### config.mk
export PLATFORM = sky130hd
export DESIGN_NAME = col_burst_addr_gen
export DESIGN_NICKNAME = d
export VERILOG_FILES = /design/src/rtl/col_burst_pkg.sv /design/src/rtl/col_burst_addr_gen_counter.sv /design/src/rtl/col_burst_addr_gen.sv
export SDC_FILE = /design/constraint.sdc
export NUM_CORES = 1
export LEC_CHECK = 0
export BUFFER_PORTS_ARGS = -buffer_cell sky130_fd_sc_hd__buf_2
export CAP_MARGIN = 10
export CORE_MARGIN = 2
export CORE_UTILIZATION = 48
export CTS_CLUSTER_DIAMETER = 120
export DETAILED_ROUTE_END_ITERATION = 8
export GPL_TIMING_DRIVEN = 0
export PLACE_DENSITY = 0.7
export SYNTH_ARGS = -nofsm -noshare
export SYNTH_HDL_FRONTEND = slang
export SYNTH_SLANG_ARGS = --single-unit
### constraint.sdc
create_clock -name clk -period 2.81 [get_ports clk]
set_clock_uncertainty 0.1 [all_clocks]
set_input_delay 0.7025 -clock clk [delete_from_list [all_inputs] [get_ports clk]]
set_output_delay 0.7025 -clock clk [all_outputs]
set_load 0.02 [all_outputs]
### src/rtl/col_burst_pkg.sv
// Shared types, burst-length codes and the beat-offset rule for the column burst generator.
package col_burst_pkg;

  typedef enum logic {
    ST_IDLE  = 1'b0,
    ST_BURST = 1'b1
  } state_e;

  localparam logic [1:0] BL1 = 2'd0;
  localparam logic [1:0] BL2 = 2'd1;
  localparam logic [1:0] BL4 = 2'd2;
  localparam logic [1:0] BL8 = 2'd3;

  localparam int unsigned OFS_W = 8;

  // Low-order column bits of beat k: wrap-around add (sequential) or XOR (interleaved) within 2^l.
  function automatic logic [OFS_W-1:0] burst_offset(input logic [OFS_W-1:0] start_low,
                                                    input logic [OFS_W-1:0] k,
                                                    input logic             interleaved,
                                                    input logic [1:0]       l);
    logic [OFS_W-1:0] mask;
    mask = (OFS_W'(1) << l) - OFS_W'(1);
    burst_offset = interleaved ? ((start_low ^ k) & mask) : ((start_low + k) & mask);
  endfunction

endpackage

### src/rtl/col_burst_addr_gen_counter.sv
// Beat index tracker: holds the index of the beat on the outputs and flags the final beat.
module burst_beat_counter #(
  parameter int unsigned K_W = 4
) (
  input  logic           clk,
  input  logic           rst_n,
  input  logic           clr_i,
  input  logic           adv_i,
  input  logic [1:0]     l_i,
  output logic [K_W-1:0] next_k_c,
  output logic           next_last_c,
  output logic           done_c
);

  logic [K_W-1:0] k_q;
  logic [K_W-1:0] k_d;
  logic [K_W-1:0] bl_m1;

  always_comb begin
    bl_m1       = (K_W'(1) << l_i) - K_W'(1);
    next_k_c    = k_q + K_W'(1);
    next_last_c = (next_k_c == bl_m1);
    done_c      = (k_q == bl_m1);
    k_d         = k_q;
    if (clr_i) begin
      k_d = '0;
    end else if (adv_i) begin
      k_d = next_k_c;
    end
  end

  always_ff @(posedge clk or negedge rst_n) begin
    if (!rst_n) begin
      k_q <= '0;
    end else begin
      k_q <= k_d;
    end
  end

endmodule

### src/rtl/col_burst_addr_gen.sv
// Column burst address generator: latches a CAS start address and emits one column per clock.
module col_burst_addr_gen
  import col_burst_pkg::*;
#(
  parameter int unsigned COL_ADDR_DEPTH = 8,
  parameter int unsigned MAX_BL_LOG2    = 3
) (
  input  logic                      clk,
  input  logic                      reset,
  input  logic                      cas,
  input  logic [COL_ADDR_DEPTH-1:0] col_addr_in,
  input  logic [1:0]                burst_len_code,
  input  logic                      burst_type,
  input  logic                      burst_term,
  output logic [COL_ADDR_DEPTH-1:0] col_addr_out,
  output logic                      col_valid,
  output logic                      burst_last,
  output logic                      busy
);

  localparam int unsigned K_W = MAX_BL_LOG2 + 1;

  state_e                    state_q, state_d;
  logic [COL_ADDR_DEPTH-1:0] start_q, start_d;
  logic [1:0]                l_q, l_d;
  logic                      type_q, type_d;
  logic [COL_ADDR_DEPTH-1:0] addr_q, addr_d;
  logic                      valid_q, valid_d;
  logic                      last_q, last_d;
  logic                      busy_q, busy_d;

  logic [1:0]                l_eff_c;
  logic [COL_ADDR_DEPTH-1:0] lmask_c;
  logic [OFS_W-1:0]          offset_c;
  logic [K_W-1:0]            next_k_c;
  logic                      next_last_c;
  logic                      done_c;
  logic                      adv_c;

  assign adv_c = (state_q == ST_BURST) && !cas;

  burst_beat_counter #(
    .K_W (K_W)
  ) u_beat_counter (
    .clk         (clk),
    .rst_n       (reset),
    .clr_i       (cas),
    .adv_i       (adv_c),
    .l_i         (l_q),
    .next_k_c    (next_k_c),
    .next_last_c (next_last_c),
    .done_c      (done_c)
  );

  // Next-state, start latch and next beat address.
  always_comb begin
    state_d = state_q;
    start_d = start_q;
    l_d     = l_q;
    type_d  = type_q;
    addr_d  = addr_q;
    valid_d = 1'b0;
    last_d  = 1'b0;

    l_eff_c = (int'(burst_len_code) > int'(MAX_BL_LOG2)) ? 2'(MAX_BL_LOG2) : burst_len_code;

    lmask_c = '0;
    for (int i = 0; i < int'(MAX_BL_LOG2); i++) begin
      if (i < int'(l_q)) lmask_c[i] = 1'b1;
    end
    offset_c = burst_offset(OFS_W'(start_q), OFS_W'(next_k_c), type_q, l_q);

    if (cas) begin
      state_d = ST_BURST;
      start_d = col_addr_in;
      l_d     = l_eff_c;
      type_d  = burst_type;
      addr_d  = col_addr_in;
      valid_d = 1'b1;
      last_d  = (l_eff_c == BL1);
    end else if (state_q == ST_BURST) begin
      if (burst_term || done_c) begin
        state_d = ST_IDLE;
      end else begin
        addr_d  = (start_q & ~lmask_c) | (COL_ADDR_DEPTH'(offset_c) & lmask_c);
        valid_d = 1'b1;
        last_d  = next_last_c;
      end
    end

    busy_d = (state_d == ST_BURST);
  end

  always_ff @(posedge clk or negedge reset) begin
    if (!reset) begin
      state_q <= ST_IDLE;
      start_q <= '0;
      l_q     <= '0;
      type_q  <= 1'b0;
      addr_q  <= '0;
      valid_q <= 1'b0;
      last_q  <= 1'b0;
      busy_q  <= 1'b0;
    end else begin
      state_q <= state_d;
      start_q <= start_d;
      l_q     <= l_d;
      type_q  <= type_d;
      addr_q  <= addr_d;
      valid_q <= valid_d;
      last_q  <= last_d;
      busy_q  <= busy_d;
    end
  end

  assign col_addr_out = addr_q;
  assign col_valid    = valid_q;
  assign burst_last   = last_q;
  assign busy         = busy_q;

endmodule
==> results.json <==
{
  "status": "complete, no violations",
  "final_layout_size_suffix_gt1_share_pct": 35.0,
  "clk_pin_slew_ns": 0.16,
  "maxSlewViolCount": 0,
  "grt_remaining_overflow": 0,
  "final.setup.tns_ns": 0,
  "wire_per_inst_microns": 14.1,
  "setup_viol": 0,
  "maxSlewHeadroom_pct": 63.0,
  "dieWidth_microns": 56.2,
  "hpwlAfterDp_microns": 1730,
  "fp-row-count": 18,
  "drc_errors": 0,
  "period_minus_slack_ns": 2.27,
  "r2r_slack_ns": 0.54,
  "critPathMaxFanout": 8,
  "fillCellCount": 236,
  "wl_microns": 2390,
  "dieArea_sq_um": 3160,
  "initial_utilization_pct": 51.8,
  "grt_use_total_pct": 16.9,
  "post_cts_resized": 0,
  "crit_arrival_ns": 2.39,
  "dp_cells": 166,
  "cts_tree": "built",
  "setup_ws_ns": 0.545,
  "drtIter0Drc": 11,
  "hold_class": "in -> async",
  "avgSynthCellArea_sq_um": 11.7,
  "post_cts_buffers": 0,
  "fin_nets": 160,
  "crit_type": "reg -> reg",
  "syn_to_final_growth_pct": 14.4,
  "antenna_left": 0,
  "switching_share_pct": 33.1,
  "cts-root-buf": "clkbuf_4",
  "power_frac_clock_pct": 19.6,
  "vias": 896,
  "grt_pass1_vias": 899,
  "multi_input_area_sq_um": 598,
  "reg2reg_depth": 7,
  "min_period_over_period_pct": 80.6,
  "yosys_warnings": 0,
  "cts.path.max_buffers": 2,
  "grt_first_pass_wirelength_microns": 4150,
  "switching_power_uw": 294,
  "yosysSeqAreaShare_pct": 47.8,
  "synth.distinct_cells": 31,
  "first_pass_iters": 4,
  "ff_latch_area_sq_um": 626,
  "reg2reg_to": "col_addr_out[1]$_DFFE_PN0P_",
  "htree_levels": 1,
  "final_cell_mix": "25 x buf_2, 25 x dfrtp_1, 9 x nand2_1",
  "totalPowerFinal_uw": 888,
  "leakage_uw": 0.000723,
  "peakVddDrop_v": 0.000412,
  "synth_area_sq_um": 1310,
  "placed_cell_area_sq_um": 1470,
  "rsz0062_at_grt": "no",
  "p_seq_share_pct": 48.7,
  "viasPerCell": 5.27,
  "antennaDiodeCount": 0,
  "fp.dieH_microns": 56.2,
  "synth-seq-cells": 25,
  "cts-buffers-inserted": 3,
  "synth_cells": 112,
  "powerDensity_nw_per_um2": 594,
  "crit_path_start_kind": "flip-flop",
  "rr_startpoint": "u_beat_counter.k_q[1]$_DFFE_PN0P_",
  "max_freq_ghz": 0.441,
  "finalInstanceArea_sq_um": 1500,
  "postCtsHoldBufs": 0,
  "drv_cap": 0,
  "fin_cells": 170,
  "gp_congestion": 0.816,
  "worst_pin_slew_ns": 0.555,
  "p_int_uw": 594,
  "dp_slack_ns": 0.439,
  "core_sq_um": 2520,
  "cts.sinks": 25,
  "io_buffers": 24,
  "syn_nets": 131,
  "critPathRequiredTime_ns": 2.94,
  "worstSkewPairLatency_ns": 0.34,
  "end_kind": "flip-flop",
  "finalHoldViolations": 0,
  "grt_antenna_before_repair": 0,
  "p_comb_share_pct": 31.7,
  "ios": 26,
  "grt_max_degree": 26
}
[cells in the mapped netlist (all sizes together)]
cell type	count	area [sq um]
dfrtp	25	626
mux2	15	195
nand2	9	33.8
inv	6	22.5
nor2	6	22.5
o21ai	6	30.0
buf	5	42.5
clkbuf	5	18.8
mux2i	5	50.1
xnor2	5	43.8
xor2	4	35.0
ha	3	37.5
a21oi	2	10.0
nor3	2	10.0
a221oi	1	8.76
a311o	1	10.0
a31o	1	8.76
and4b	1	10.0
fa	1	20.0
nand3b	1	7.51
nand4	1	6.26
nand4b	1	8.76
nor2b	1	6.26
nor3b	1	7.51
nor4	1	6.26
nor4b	1	15.0
o22ai	1	6.26
o41ai	1	8.76
[state kept, by name (all words and copies together) (netlist names)]
name / count
burst_last: 1
busy: 1
col_addr_out: 8
l_q: 2
start_q: 8
type_q: 1
u_beat_counter.k_q: 4
[stage by stage]
step           hold WS [ns]  util, %
3_5_place_dp          0.390     58.1
4_1_cts               0.253     59.3
2_1_floorplan         0.307        -
3_3_place_gp          0.380     58.1
6_report              0.221     59.3
5_1_grt               0.254     59.3
[how the worst max path moves through the flow]
stage	startpoint	end	depth (start not counted)
global route	u_beat_counter.k_q[1]$_DFFE_PN0P_	col_addr_out[2]$_DFFE_PN0P_	7
floorplan	cas	l_q[0]$_DFFE_PN0P_	4
finish	u_beat_counter.k_q[1]$_DFFE_PN0P_	col_addr_out[1]$_DFFE_PN0P_	7
global placement	cas	l_q[1]$_DFFE_PN0P_	4
detailed placement	cas	l_q[1]$_DFFE_PN0P_	4
CTS	u_beat_counter.k_q[1]$_DFFE_PN0P_	col_addr_out[1]$_DFFE_PN0P_	7
[layout make-up]
| cell class | count | area share [%] |
|---|---|---|
| timing repair buffer | 24 | 8.03 |
| buffer | 10 | 4.10 |
| sequential | 25 | 41.8 |
| multi-input combinational | 71 | 40.0 |
| clock buffer | 3 | 1.51 |
| inverter | 6 | 1.51 |
| clock inverter | 1 | 0.502 |
| tap | 30 | 2.51 |
[layer usage]
metal	track usage (%)	share of wire, %
met2	26.2	48
met5	0	0
met1	23.2	46
met4	7.14	1.7
met3	3.26	4.2
[worst max-delay path, cell delays in order, from the launching register on]
cell and delay [ns]:
dfrtp_1 0.51, ha_1 0.41, fa_1 0.50, mux2i_1 0.14, nand2_1 0.06, o21ai_0 0.08, o21ai_0 0.09, mux2_4 0.27
[power groups by stage]
stage / combinational [uW] / sequential [uW] / clock (uW)
2_1_floorplan: 175 / 468 / 0
3_3_place_gp: 272 / 437 / 0
3_5_place_dp: 284 / 439 / 0
4_1_cts: 285 / 433 / 173
5_1_grt: 312 / 438 / 191
6_report: 281 / 432 / 174
[cells by family (layout without fill, tap and decap cells)]
kind of cell / Yosys count / after routing / share of synthesized area [%]
buf+inv: 16 / 44 / 6.41
simple gates: 25 / 25 / 10.2
compound gates: 13 / 13 / 6.32
mux: 20 / 20 / 18.8
fa+ha+maj: 4 / 4 / 4.40
xor+xnor: 9 / 9 / 6.03
flops: 25 / 25 / 47.8
Note: power is estimated with default switching activity, not from simulation.
